--- config.mk ---
export PLATFORM = sky130hd
export DESIGN_NAME = apb_master_bridge
export DESIGN_NICKNAME = d
export VERILOG_FILES = /design/src/rtl/apb_master_pkg.sv /design/src/rtl/apb_master_timeout.sv /design/src/rtl/apb_master_bridge.sv
export SDC_FILE = /design/constraint.sdc
export NUM_CORES = 1
export LEC_CHECK = 0
export BUFFER_PORTS_ARGS = -buffer_cell sky130_fd_sc_hd__buf_2
export CAP_MARGIN = 20
export CELL_PAD_IN_SITES_DETAIL_PLACEMENT = 0
export CELL_PAD_IN_SITES_GLOBAL_PLACEMENT = 2
export CORE_ASPECT_RATIO = 1.5
export CORE_MARGIN = 3
export CORE_UTILIZATION = 26
export DETAILED_ROUTE_END_ITERATION = 10
export GPL_TIMING_DRIVEN = 0
export PLACE_DENSITY = 0.77
export SLEW_MARGIN = 20
export SYNTH_ARGS = -nofsm -noshare
export SYNTH_HDL_FRONTEND = slang
export SYNTH_HIERARCHICAL = 1
export SYNTH_SLANG_ARGS = --single-unit
--- constraint.sdc ---
create_clock -name PCLK -period 1.6 [get_ports PCLK]
set_clock_uncertainty 0.05 [all_clocks]
set_input_delay 0.24 -clock PCLK [delete_from_list [all_inputs] [get_ports PCLK]]
set_output_delay 0.24 -clock PCLK [all_outputs]
set_load 0.02 [all_outputs]
--- src/rtl/apb_master_pkg.sv ---
// Shared types and register-map constants for the APB master bridge.
// The optional ACCESS-phase timeout is enabled with APB_MASTER_TIMEOUT_EN.
package apb_master_pkg;

  typedef enum logic [1:0] {
    IDLE   = 2'd0,
    SETUP  = 2'd1,
    ACCESS = 2'd2
  } apb_state_e;

  // Completer register map (I2C core)
  localparam logic [31:0] ADDR_TX_FIFO     = 32'd0;
  localparam logic [31:0] ADDR_RX_FIFO     = 32'd4;
  localparam logic [31:0] ADDR_I2C_CONFIG  = 32'd8;
  localparam logic [31:0] ADDR_I2C_TIMEOUT = 32'd12;

endpackage

--- src/rtl/apb_master_timeout.sv ---
// ACCESS-phase wait-state counter with expiry compare; instantiated by
// apb_master_bridge only when APB_MASTER_TIMEOUT_EN is defined.
module apb_master_timeout
  import apb_master_pkg::*;
#(
  parameter int TIMEOUT_CYCLES = 16
) (
  input  logic i_clk,
  input  logic i_rst_n,
  input  logic i_clear,
  input  logic i_wait,
  output logic o_expired
);

  localparam int CNT_W = $clog2(TIMEOUT_CYCLES + 1);

  logic [CNT_W-1:0] r_count;

  // Count ACCESS cycles spent with PREADY low; restart on each new transfer.
  always_ff @(posedge i_clk or negedge i_rst_n) begin
    if (!i_rst_n) begin
      r_count <= '0;
    end else if (i_clear) begin
      r_count <= '0;
    end else if (i_wait) begin
      r_count <= r_count + {{(CNT_W-1){1'b0}}, 1'b1};
    end
  end

  // The cycle being counted now is the last one allowed.
  assign o_expired = i_wait && (r_count == CNT_W'(TIMEOUT_CYCLES - 1));

endmodule

--- src/rtl/apb_master_bridge.sv ---
// Single-outstanding command to APB requester bridge (IDLE/SETUP/ACCESS).
// Optional ACCESS timeout abort is enabled with APB_MASTER_TIMEOUT_EN.
module apb_master_bridge
  import apb_master_pkg::*;
#(
  parameter int ADDR_W         = 32,
  parameter int DATA_W         = 32,
  parameter int TIMEOUT_CYCLES = 16
) (
  input  logic              PCLK,
  input  logic              PRESETn,
  input  logic              cmd_valid,
  output logic              cmd_ready,
  input  logic              cmd_write,
  input  logic [ADDR_W-1:0] cmd_addr,
  input  logic [DATA_W-1:0] cmd_wdata,
  output logic              rsp_valid,
  output logic [DATA_W-1:0] rsp_rdata,
  output logic              rsp_err,
  output logic              rsp_timeout,
  output logic              PSELx,
  output logic              PENABLE,
  output logic              PWRITE,
  output logic [ADDR_W-1:0] PADDR,
  output logic [DATA_W-1:0] PWDATA,
  input  logic [DATA_W-1:0] PRDATA,
  input  logic              PREADY,
  input  logic              PSLVERR
);

  apb_state_e        r_state;
  logic              r_cmd_ready;
  logic              r_psel;
  logic              r_penable;
  logic              r_pwrite;
  logic [ADDR_W-1:0] r_paddr;
  logic [DATA_W-1:0] r_pwdata;
  logic              r_rsp_valid;
  logic [DATA_W-1:0] r_rsp_rdata;
  logic              r_rsp_err;
  logic              r_rsp_timeout;

  logic              w_accept;
  logic              w_expire;

  assign w_accept = r_cmd_ready && cmd_valid;

`ifdef APB_MASTER_TIMEOUT_EN
  logic w_wait;

  assign w_wait = (r_state == ACCESS) && !PREADY;

  apb_master_timeout #(
    .TIMEOUT_CYCLES(TIMEOUT_CYCLES)
  ) u_timeout (
    .i_clk    (PCLK),
    .i_rst_n  (PRESETn),
    .i_clear  (w_accept),
    .i_wait   (w_wait),
    .o_expired(w_expire)
  );
`else
  // Without the timeout option ACCESS waits forever.
  assign w_expire = 1'b0 && (TIMEOUT_CYCLES >= 1);
`endif

  // Transfer sequencer; every bus and response output is a register here.
  always_ff @(posedge PCLK or negedge PRESETn) begin
    if (!PRESETn) begin
      r_state       <= IDLE;
      r_cmd_ready   <= 1'b1;
      r_psel        <= 1'b0;
      r_penable     <= 1'b0;
      r_pwrite      <= 1'b0;
      r_paddr       <= '0;
      r_pwdata      <= '0;
      r_rsp_valid   <= 1'b0;
      r_rsp_rdata   <= '0;
      r_rsp_err     <= 1'b0;
      r_rsp_timeout <= 1'b0;
    end else begin
      r_rsp_valid <= 1'b0;
      case (r_state)
        IDLE: begin
          if (w_accept) begin
            r_pwrite    <= cmd_write;
            r_paddr     <= cmd_addr;
            r_pwdata    <= cmd_wdata;
            r_psel      <= 1'b1;
            r_cmd_ready <= 1'b0;
            r_state     <= SETUP;
          end
        end
        SETUP: begin
          r_penable <= 1'b1;
          r_state   <= ACCESS;
        end
        ACCESS: begin
          // Completion beats a timeout that expires on the same edge.
          if (PREADY) begin
            r_psel        <= 1'b0;
            r_penable     <= 1'b0;
            r_rsp_valid   <= 1'b1;
            r_rsp_err     <= PSLVERR;
            r_rsp_timeout <= 1'b0;
            r_cmd_ready   <= 1'b1;
            r_state       <= IDLE;
            if (!r_pwrite) begin
              r_rsp_rdata <= PRDATA;
            end
          end else if (w_expire) begin
            r_psel        <= 1'b0;
            r_penable     <= 1'b0;
            r_rsp_valid   <= 1'b1;
            r_rsp_err     <= 1'b1;
            r_rsp_timeout <= 1'b1;
            r_cmd_ready   <= 1'b1;
            r_state       <= IDLE;
          end
        end
        default: begin
          r_psel      <= 1'b0;
          r_penable   <= 1'b0;
          r_cmd_ready <= 1'b1;
          r_state     <= IDLE;
        end
      endcase
    end
  end

  assign cmd_ready   = r_cmd_ready;
  assign PSELx       = r_psel;
  assign PENABLE     = r_penable;
  assign PWRITE      = r_pwrite;
  assign PADDR       = r_paddr;
  assign PWDATA      = r_pwdata;
  assign rsp_valid   = r_rsp_valid;
  assign rsp_rdata   = r_rsp_rdata;
  assign rsp_err     = r_rsp_err;
  assign rsp_timeout = r_rsp_timeout;

endmodule

==> results.md <==
- Levels on crit path: 4
- Fill cells: 1508
- DR vias: 2765
- Final WL: 9.83 mm
- Number of failing hold endpoints at the final stage: 0
- Wire length of the first global-routing pass: 15.0 mm
- Slowest CP cell: dfstp_2
- R2R depth: 4
- I/O Buffers: 203
- Root buffer cell: clkbuf_16
- Part of the Yosys area used for sequential elements: 65.0%
- Hold depth: 2
- Cells after Synth: 229
- Setup WS pre-CTS: -0.203 ns
- Leakage: 3.32 nW
- CTS Buf Count: 9
- Ant. Diodes: 0
- Synth cell types: 19
- Final Slew Violations: 0
- CTS tree: done
- Design area: 5790 um2
- Worst setup margin: -0.0103 ns
- TritonRoute pass-1 iters: 4
- CTS H-tree depth: 3
- Worst EP required: 1.77 ns
- WL/cell: 14.9 um
- Final worst-path cycle share: 101%
- Clk buf depth: 2
- Number of DRC markers in iteration 0: 85
- #FFs+latches synth: 104
- Maxcap violations: 0
- Layout cells sized above 1: 74.2%
- Clock Latency Late Sink: 0.33 ns
- Syn Std Cell Area: 4010 um2
- Tmin final: 1.61 ns
- Mapped Nets: 331
- Clk pin slew, worst setup/hold paths: 0.08 ns
- Synth Area per Inst: 17.5 um2
- Post-placement cell area: 5320 um2
- Vias in the first global route: 2908
- Core Region: 15100 um2
- Drc violations: 0
- Critical path type: reg2reg
- Violated checks: negative setup slack
- Most frequent cells in the layout: buf_2, dfrtp_1, mux2_2, mux2_4, buf_4
- Routability cong.: 0.702
- Die width: 107 um
- Commonest non-fill, non-tap cell in the layout: buf_2
- RSZ-0062 raised after global routing: true
- Yosys top cell area share: 64.3%
- YS warnings: 6
- Area leader, netlist: dfrtp_1
- Element type at the critical path start: register
- Worst-path cell chain: and4bb_4, buf_12, buf_12, mux2_4
- Site Rows: 55
- Top Family by Delay on Critical Path: flip-flops
- Arrival @ worst endpoint: 1.78 ns
- Setup Viol. Count Final: 23
- DP Wirelength: 7.53 mm
- Initial core utilization: 26.6%
- PD cells: 852 nW/um2
- Most frequent CP cell: buf_12
- Ports: 205
- Critical path's largest stage delay: 0.55 ns
- Sum Neg Setup Slack: -0.0802 ns
- Global-route usage over all layers: 11.3%
- Die Y-Extent: 158 um
- Max FO, Critical Path: 10
- Area growth from synthesis to layout: 44.5%
- Largest net degree at the start of global routing: 54
- Antenna viol nets, final: 0
- Gr ovfl total: 0
- Peak supply drop: 453 uV
- Worst min-delay path category: in2reg
- Status: finished, violations left
- Synth top area cells: dfrtp_1, mux2_2, mux2_4
- FMAX: 621 MHz
- Vias per cell: 4.18
- Initial antenna violation count: 0
- Fin nets: 559
- Clock sink count: 104
- Die area: 17000 um2
- Hold slack: 0.0717 ns
- Critical Path End Type: register
- CP bufs+invs: 2
[metal layers]
metal	GRT usage (%)	wire (um)	vias to the layer above
met5	0	0	-
met4	4.15	178	0
met3	3.43	683	11
met2	20.7	5410	110
met1	12.3	3560	1389
li1	-	-	1255
[path summary, 6_finish.rpt]
kind	end	from	slack [ns]
min in group asynchronous	PWDATA[19]	PRESETn	0.36
min	rsp_rdata[5]	PRDATA[5]	0.07
max in group asynchronous	cmd_ready	PRESETn	0.44
max	PWDATA[7]	cmd_ready	-0.01
max reg2reg	PWDATA[7]	cmd_ready	-0.01
min reg2reg	PENABLE	PENABLE	0.43
[stage by stage]
stage | total power [mW] | cells | utilization, %
2_1_floorplan | 2.69 | 229 | -
3_3_place_gp | 2.86 | 631 | 35.1
6_report | 4.94 | 661 | 38.4
3_5_place_dp | 2.87 | 632 | 35.3
5_1_grt | 5.16 | 661 | 38.4
4_1_cts | 5.03 | 656 | 37.8
[synthesized netlist by cell type]
cell,count
nand2b_1,1
a21oi_1,2
nor3_1,1
inv_1,2
dfstp_2,1
conb_1,1
nand3b_1,1
mux2_1,2
buf_4,4
nor2_2,1
buf_6,4
mux2_4,30
nor2_1,2
dfrtp_1,103
mux2_2,67
o21a_1,1
and4bb_4,1
o21ai_0,2
buf_2,3
[layout make-up]
cell class              count  area, um2  share of cell area (%)
clock inverters             5       38.8                   0.670
flip-flops and latches    104       2610                    45.0
well taps                 199        249                    4.30
clock buffers              11        243                    4.19
inverters                   2       7.51                   0.130
repair buffers            217       1180                    20.4
multi-input cells         112       1310                    22.7
plain buffers              11        156                    2.70
[timing repair]
| action | 4_1_cts | 5_1_grt |
|---|---|---|
| gates cloned | 0 | 2 |
| hold buffers | 1 | 0 |
| setup buffers | 7 | 3 |
| pin swaps | 2 | 1 |
| setup endpoints to repair | 88 | 72 |
| endpoints found under the hold margin | 51 | 0 |
| resized for setup | 9 | 8 |
[cells by family (layout without fill, tap and decap cells)]
| family | after synthesis | after routing | share of synthesized area [%] |
|---|---|---|---|
| AOI/OAI and AO/OA | 5 | 5 | 0.687 |
| buffers and inverters | 13 | 246 | 2.43 |
| DFF | 104 | 104 | 65.0 |
| muxes | 99 | 99 | 30.6 |
| other | 1 | 1 | 0.0935 |
| and+or+nand+nor | 7 | 7 | 1.22 |
[worst reg2reg max path: stages (launching register included)]
cell and delay [ns]:
dfstp_2 0.55, and4bb_4 0.28, buf_12 0.16, buf_12 0.15, mux2_4 0.31
[registers in the layout, indices dropped and copies added (netlist names)]
name	cells
rsp_valid	1
PWDATA	32
rsp_rdata	32
cmd_ready	1
PADDR	32
PSELx	1
PWRITE	1
PENABLE	1
r_state	2
rsp_err	1
[report_power, final]
group | leakage [nW] | total, mW | switching [mW] | internal, mW
clock | 0.137 | 2.12 | 1.00 | 1.12
sequential | 1.44 | 2.63 | 0 | 2.63
combinational | 1.74 | 0.191 | 0.0897 | 0.101
Note: power is estimated with default switching activity, not from simulation.
